### config.mk
export PLATFORM = sky130hd
export DESIGN_NAME = register_file_param_flat
export DESIGN_NICKNAME = d
export VERILOG_FILES = /design/src/rtl/register_file_param_if.sv /design/src/rtl/register_file_param.sv /design/src/flat_wrapper.sv
export SDC_FILE = /design/constraint.sdc
export NUM_CORES = 2
export LEC_CHECK = 0
export BUFFER_PORTS_ARGS = -buffer_cell sky130_fd_sc_hd__buf_4
export CAP_MARGIN = 20
export CORE_MARGIN = 8
export CORE_UTILIZATION = 45
export CTS_BUF_LIST = sky130_fd_sc_hd__clkbuf_8
export CTS_CLUSTER_DIAMETER = 120
export DETAILED_ROUTE_END_ITERATION = 8
export GPL_TIMING_DRIVEN = 0
export MAX_ROUTING_LAYER = met4
export PLACE_DENSITY = 0.59
export REMOVE_ABC_BUFFERS = 1
export SYNTH_ARGS = -nofsm -noshare
export SYNTH_HDL_FRONTEND = slang
export SYNTH_SLANG_ARGS = --single-unit
### constraint.sdc
create_clock -name clk -period 2.8 [get_ports clk]
set_input_delay 0.28 -clock clk [delete_from_list [all_inputs] [get_ports clk]]
set_output_delay 0.28 -clock clk [all_outputs]
set_load 0.02 [all_outputs]
### src/rtl/register_file_param_if.sv
// Bus bundle for register_file_param: decode-side read/reserve signals and
// writeback-side write signals. The master drives addresses, data and strobes;
// the slave (the register file) returns read data and busy flags.
interface register_file_param_if #(
   parameter int DATA_W = 64,
   parameter int ADDR_W = 5
);
   logic                  writeEnable;
   logic [ADDR_W-1:0]     rD_address;
   logic [DATA_W-1:0]     rD_data;
   logic [DATA_W/8-1:0]   byte_en;
   logic [ADDR_W-1:0]     rA_address;
   logic [ADDR_W-1:0]     rB_address;
   logic [DATA_W-1:0]     rA_data;
   logic [DATA_W-1:0]     rB_data;
   logic                  reserve_en;
   logic [ADDR_W-1:0]     reserve_address;
   logic                  rA_busy;
   logic                  rB_busy;

   modport master (
      output writeEnable, rD_address, rD_data, byte_en,
      output rA_address, rB_address, reserve_en, reserve_address,
      input  rA_data, rB_data, rA_busy, rB_busy
   );

   modport slave (
      input  writeEnable, rD_address, rD_data, byte_en,
      input  rA_address, rB_address, reserve_en, reserve_address,
      output rA_data, rB_data, rA_busy, rB_busy
   );
endinterface

### src/rtl/register_file_param.sv
// register_file_param: DEPTH x DATA_W register file, two combinational read
// ports, one byte-masked write port, and a per-register busy scoreboard used
// by decode for RAW hazard detection.
// Optional feature macro RF_BYPASS_EN: when defined, a read of the register
// being written in the same cycle returns the merged (post-write) value and
// its busy flag reflects the post-edge state.
module register_file_param #(
   parameter int DATA_W   = 64,
   parameter int DEPTH    = 32,
   parameter int ADDR_W   = 5,
   parameter int ZERO_REG = 1
) (
   input logic                    clk,
   input logic                    reset,
   register_file_param_if.slave   bus
);
   localparam int LANES = DATA_W / 8;

   logic [DATA_W-1:0] regs [DEPTH];
   logic [DEPTH-1:0]  busy;

   logic [ADDR_W-1:0] rd_addr [2];
   logic [DATA_W-1:0] rd_data [2];
   logic              rd_busy [2];

   // Replace the enabled byte lanes of old_val with those of new_val.
   function automatic logic [DATA_W-1:0] lane_merge(
      input logic [DATA_W-1:0] old_val,
      input logic [DATA_W-1:0] new_val,
      input logic [LANES-1:0]  be
   );
      logic [DATA_W-1:0] res;
      res = old_val;
      for (int i = 0; i < LANES; i++) begin
         if (be[i]) begin
            res[8*i +: 8] = new_val[8*i +: 8];
         end else begin
            res[8*i +: 8] = old_val[8*i +: 8];
         end
      end
      return res;
   endfunction

   // True for an address that maps onto real, writable storage: in range and
   // not the hardwired zero register.
   function automatic logic addr_live(input logic [ADDR_W-1:0] a);
      logic ok;
      ok = ({1'b0, a} < (ADDR_W+1)'(DEPTH));
      if ((ZERO_REG != 0) && (a == '0)) begin
         ok = 1'b0;
      end else begin
         ok = ok;
      end
      return ok;
   endfunction

   assign rd_addr[0] = bus.rA_address;
   assign rd_addr[1] = bus.rB_address;

   // Register storage: byte-masked writeback, cleared by reset.
   always_ff @(posedge clk) begin
      if (reset) begin
         for (int i = 0; i < DEPTH; i++) begin
            regs[i] <= '0;
         end
      end else if (bus.writeEnable && addr_live(bus.rD_address)) begin
         regs[bus.rD_address] <= lane_merge(regs[bus.rD_address], bus.rD_data, bus.byte_en);
      end
   end

   // Busy scoreboard: writeback releases, reserve sets; the later set wins a same-address tie.
   always_ff @(posedge clk) begin
      if (reset) begin
         busy <= '0;
      end else begin
         if (bus.writeEnable && addr_live(bus.rD_address)) begin
            busy[bus.rD_address] <= 1'b0;
         end
         if (bus.reserve_en && addr_live(bus.reserve_address)) begin
            busy[bus.reserve_address] <= 1'b1;
         end
      end
   end

   // Read ports: stored data and busy, forced to zero under reset, for the zero register and out of range.
   always_comb begin
      for (int p = 0; p < 2; p++) begin
         rd_data[p] = '0;
         rd_busy[p] = 1'b0;
         if (reset) begin
            rd_data[p] = '0;
            rd_busy[p] = 1'b0;
         end else if (addr_live(rd_addr[p])) begin
            rd_data[p] = regs[rd_addr[p]];
            rd_busy[p] = busy[rd_addr[p]];
`ifdef RF_BYPASS_EN
            if (bus.writeEnable && (rd_addr[p] == bus.rD_address)) begin
               rd_data[p] = lane_merge(regs[rd_addr[p]], bus.rD_data, bus.byte_en);
               rd_busy[p] = bus.reserve_en && (bus.reserve_address == rd_addr[p]);
            end else begin
               rd_data[p] = regs[rd_addr[p]];
            end
`endif
         end else begin
            rd_data[p] = '0;
            rd_busy[p] = 1'b0;
         end
      end
   end

   assign bus.rA_data = rd_data[0];
   assign bus.rB_data = rd_data[1];
   assign bus.rA_busy = rd_busy[0];
   assign bus.rB_busy = rd_busy[1];
endmodule
### src/flat_wrapper.sv
// flat-port wrapper written by rule: the top's interface ports become plain ports
module register_file_param_flat 
#(
   parameter int DATA_W   = 64,
   parameter int DEPTH    = 32,
   parameter int ADDR_W   = 5,
   parameter int ZERO_REG = 1
)
  (clk, reset, bus_writeEnable, bus_rD_address, bus_rD_data, bus_byte_en, bus_rA_address, bus_rB_address, bus_reserve_en, bus_reserve_address, bus_rA_data, bus_rB_data, bus_rA_busy, bus_rB_busy);
  register_file_param_if #(.DATA_W(DATA_W), .ADDR_W(ADDR_W)) bus_i ();
  input logic clk;
  input logic reset;
  input wire logic [$bits(bus_i.writeEnable)-1:0] bus_writeEnable;
  input wire logic [$bits(bus_i.rD_address)-1:0] bus_rD_address;
  input wire logic [$bits(bus_i.rD_data)-1:0] bus_rD_data;
  input wire logic [$bits(bus_i.byte_en)-1:0] bus_byte_en;
  input wire logic [$bits(bus_i.rA_address)-1:0] bus_rA_address;
  input wire logic [$bits(bus_i.rB_address)-1:0] bus_rB_address;
  input wire logic [$bits(bus_i.reserve_en)-1:0] bus_reserve_en;
  input wire logic [$bits(bus_i.reserve_address)-1:0] bus_reserve_address;
  output wire logic [$bits(bus_i.rA_data)-1:0] bus_rA_data;
  output wire logic [$bits(bus_i.rB_data)-1:0] bus_rB_data;
  output wire logic [$bits(bus_i.rA_busy)-1:0] bus_rA_busy;
  output wire logic [$bits(bus_i.rB_busy)-1:0] bus_rB_busy;
  assign bus_i.writeEnable = bus_writeEnable;
  assign bus_i.rD_address = bus_rD_address;
  assign bus_i.rD_data = bus_rD_data;
  assign bus_i.byte_en = bus_byte_en;
  assign bus_i.rA_address = bus_rA_address;
  assign bus_i.rB_address = bus_rB_address;
  assign bus_i.reserve_en = bus_reserve_en;
  assign bus_i.reserve_address = bus_reserve_address;
  assign bus_rA_data = bus_i.rA_data;
  assign bus_rB_data = bus_i.rB_data;
  assign bus_rA_busy = bus_i.rA_busy;
  assign bus_rB_busy = bus_i.rB_busy;
  register_file_param #(.DATA_W(DATA_W), .DEPTH(DEPTH), .ADDR_W(ADDR_W), .ZERO_REG(ZERO_REG)) u_core (.clk(clk), .reset(reset), .bus(bus_i));
endmodule
==> results.sh <==
export IMPL_die_h_um=514
export IMPL_finalHoldViolations=0
export IMPL_cp_num_buf_inv=8
export IMPL_vias=73137
export IMPL_path_clk_slew_ps=60
export IMPL_cts_buffer_depth=4
export IMPL_ff2ff_setup_slack_ps=1540
export IMPL_maxCapViolCount=0
export IMPL_status="complete, but fails checks"
export IMPL_gp_congestion=0.858
export IMPL_ys_types=48
export IMPL_gr_total_overflow=0
export IMPL_violations="setup timing"
export IMPL_path_class="input port to primary output"
export IMPL_endpoint_kind="primary output"
export IMPL_drt_wl_total_um=406000
export IMPL_ys_ff_latch=2080
export IMPL_grt_pass1_wl_um=559000
export IMPL_worstMarginPinSlew_ps=1170
export IMPL_synthCells=7343
export IMPL_final_layout_size_suffix_gt1_frac=0.311
export IMPL_finalCritPeriodShare=1.16
export IMPL_worstReg2RegEnd="u_core.busy[1]"
export IMPL_fin_worst_skew_ps=0
export IMPL_ir_worst_vdd_mv=0.492
export IMPL_leakagePower_nw=46.4
export IMPL_synth_ff_type="edfxtp_1"
export IMPL_clk_latency_ps=1060
export IMPL_synth_area_um2=112000
export IMPL_die_x_um=514
export IMPL_htree_levels=5
export IMPL_cp_common_cell="buf_16"
export IMPL_dieArea_um2=264000
export IMPL_syn2layout_area_growth_pct=19.2
export IMPL_grt_max_degree=91
export IMPL_min_period_ps=3240
export IMPL_critical_path_max_fanout=10
export IMPL_critical_path_cell_chain="buf_12, buf_16, buf_16, buf_16, buf_4, buf_12, bufbuf_16, mux4_2, mux4_2, a31o_4, buf_6"
export IMPL_finalSetupTns_ps=-34760
export IMPL_fillers=20127
export IMPL_routed_via_density=6.34
export IMPL_yosysSeqAreaShare=0.556
export IMPL_cts_sinks=2080
export IMPL_maxClockFrequency_mhz=308
export IMPL_yosysWarnings=0
export IMPL_cp_required_ps=2520
export IMPL_drtIter0Drc=9744
export IMPL_fin_nets=7994
export IMPL_first_pass_iters=6
export IMPL_cts_root_buf="clkbuf_8"
export IMPL_grt_pass1_vias=73297
export IMPL_core_rowCount=183
export IMPL_grt_usage=0.307
export IMPL_finalSetupViolations=134
export IMPL_numCtsBuffers=380
export IMPL_crit_path_start_kind="input port"
export IMPL_drv_slew=0
export IMPL_cellPowerDensity_nw_per_um2=563
export IMPL_r2r_start="u_core.busy[1]"
export IMPL_max_slew_margin=0.216
export IMPL_setup_ws_ps=-444
export IMPL_boundaryPins=226
export IMPL_holdCritPathClass="input port to flip-flop"
export IMPL_hold_end="u_core.regs[31][1]"
export IMPL_cts_tree="built"
export IMPL_worstRegToRegCells=3
export IMPL_min_from="bus_byte_en[0]"
export IMPL_crit_arrival_ps=2960
export IMPL_drcViolationCount=0
export IMPL_slowest_stage="mux4_2"
export IMPL_synthArstFlopShare=0
export IMPL_coreArea_um2=248000
export IMPL_start_util=0.451
export IMPL_synth_avg_cell_area_um2=15.2
export IMPL_antenna_found_initial=35
export IMPL_synth_edff_count=2048
export IMPL_holdWs_ps=51.6
export IMPL_ant_nets=0
export IMPL_critPathLaunch="bus_rB_address[0]"
export IMPL_rsz0062_at_grt="yes"
export IMPL_wl_per_cell_um=35.2
export IMPL_slowest_delay_ps=540
export IMPL_final_core_util=0.537
export IMPL_hold_path_depth=3
export IMPL_hpwl_um=249000
export IMPL_port_buffers=225
export IMPL_crit_family="buffers and inverters"
kinds of logic after synthesis:
kind of cell	count (synthesis)	share of synthesized area
simple gates	2375	0.126
compound gates	669	0.0410
buf+inv	678	0.0262
other cells	1	0.0000336
mux	1540	0.251
flops	2080	0.556
state kept, by name, summed over array words and instances, names as in the netlist:
register	count
u_core.busy	32
u_core.regs	2048
metal layers:
metal | GRT usage | wire (µm) | up-vias
met4 | 0.145 | 22600 | 0
met5 | - | 0 | -
met1 | 0.390 | 151000 | 38037
met3 | 0.0680 | 42200 | 916
li1 | - | - | 29739
met2 | 0.472 | 190000 | 4445
cell type report:
cell class | count | area [µm²] | share of cell area
timing repair inverter | 2 | 17.5 | 0.000132
timing repair buffer | 781 | 9730 | 0.0731
inverter | 3 | 27.5 | 0.000207
clock inverter | 269 | 1320 | 0.00993
tap | 3330 | 4170 | 0.0313
clock buffer | 389 | 5350 | 0.0402
multi-input combinational | 4650 | 50300 | 0.378
sequential | 2080 | 62100 | 0.467
antenna | 30 | 75.1 | 0.000564
power breakdown:
group | internal [mW] | switching [mW]
clock network | 13.6 | 13.2
registers | 35.8 | 0.852
logic | 4.99 | 6.47
total | 54.4 | 20.5
worst reg2reg max path, stage by stage, from the launching register on:
cell and delay, ps:
dfxtp_1 360, o21ai_0 110, a21oi_1 180, dlygate4sd3_1 550
worst max path at each step:
| stage | to | slack, ps | cells past startpoint |
|---|---|---|---|
| 4_1_cts | bus_rB_data[59] | -530 | 4 |
| 6_report | bus_rB_data[59] | -440 | 11 |
| 3_3_place_gp | bus_rA_data[52] | -33970 | 5 |
| 2_1_floorplan | bus_rA_busy | -4180 | 3 |
| 5_1_grt | bus_rB_data[59] | -500 | 4 |
| 3_5_place_dp | bus_rB_data[38] | -2690 | 10 |
layout by cell type, fill, tap and decap left out, types with 44 or more instances in the layout:
cell / netlist / routed
o22a_1: 110 / 90
buf_4: 36 / 343
a21oi_1: 65 / 50
nor2_1: 263 / 261
clkbuf_8: 0 / 390
clkinv_1: 0 / 102
buf_6: 7 / 89
nand2_1: 81 / 48
dlygate4sd3_1: 0 / 97
conb_1: 1 / 64
bufbuf_16: 0 / 44
buf_2: 153 / 58
and2_1: 1987 / 1987
mux2i_2: 0 / 68
o21ai_1: 1 / 88
inv_1: 2 / 115
buf_16: 0 / 79
o21ai_0: 279 / 191
o221ai_2: 0 / 68
edfxtp_1: 2048 / 2048
mux4_2: 1007 / 1007
mux2i_4: 0 / 76
mux2i_1: 533 / 389
cells in the mapped netlist, drive strengths merged (4+ instances only):
cell | instances | share of area
a31oi | 15 | 0.00084
nor3 | 4 | 0.00018
buf | 240 | 0.011
o22a | 110 | 0.0086
mux2i | 533 | 0.048
o22ai | 5 | 0.00028
edfxtp | 2048 | 0.55
nor2 | 263 | 0.0088
a21o | 19 | 0.0013
clkbuf | 435 | 0.015
dfxtp | 32 | 0.0057
a22oi | 15 | 0.0010
mux4 | 1007 | 0.20
a21oi | 65 | 0.0029
nor2b | 22 | 0.0012
a2111oi | 15 | 0.0016
nand2 | 81 | 0.0027
and2 | 1987 | 0.11
o21ai | 280 | 0.013
a211oi | 4 | 0.00027
o221ai | 110 | 0.0086
a22o | 15 | 0.0012
o2111ai | 8 | 0.0011
a211o | 4 | 0.00031
through the flow:
step	setup WS [ps]	instances	cell area [µm²]	power, mW
CTS	-532	11460	132000	74.9
detailed placement	-2690	10584	119000	46.7
floorplan	-4180	6731	109000	41.6
global placement	-33970	10286	115000	47.2
global route	-498	11525	133000	77.0
finish	-444	11534	133000	75.0
what timing repair did:
action | 4_1_cts | 5_1_grt
setup endpoints to repair | 1580 | 149
resized for setup | 545 | 87
gates cloned | 58 | 7
endpoints found under the hold margin | 2112 | 0
hold buffers | 102 | 0
pin swaps | 110 | 33
buffers inserted | 58 | 18
Note: power is estimated with default switching activity, not from simulation.
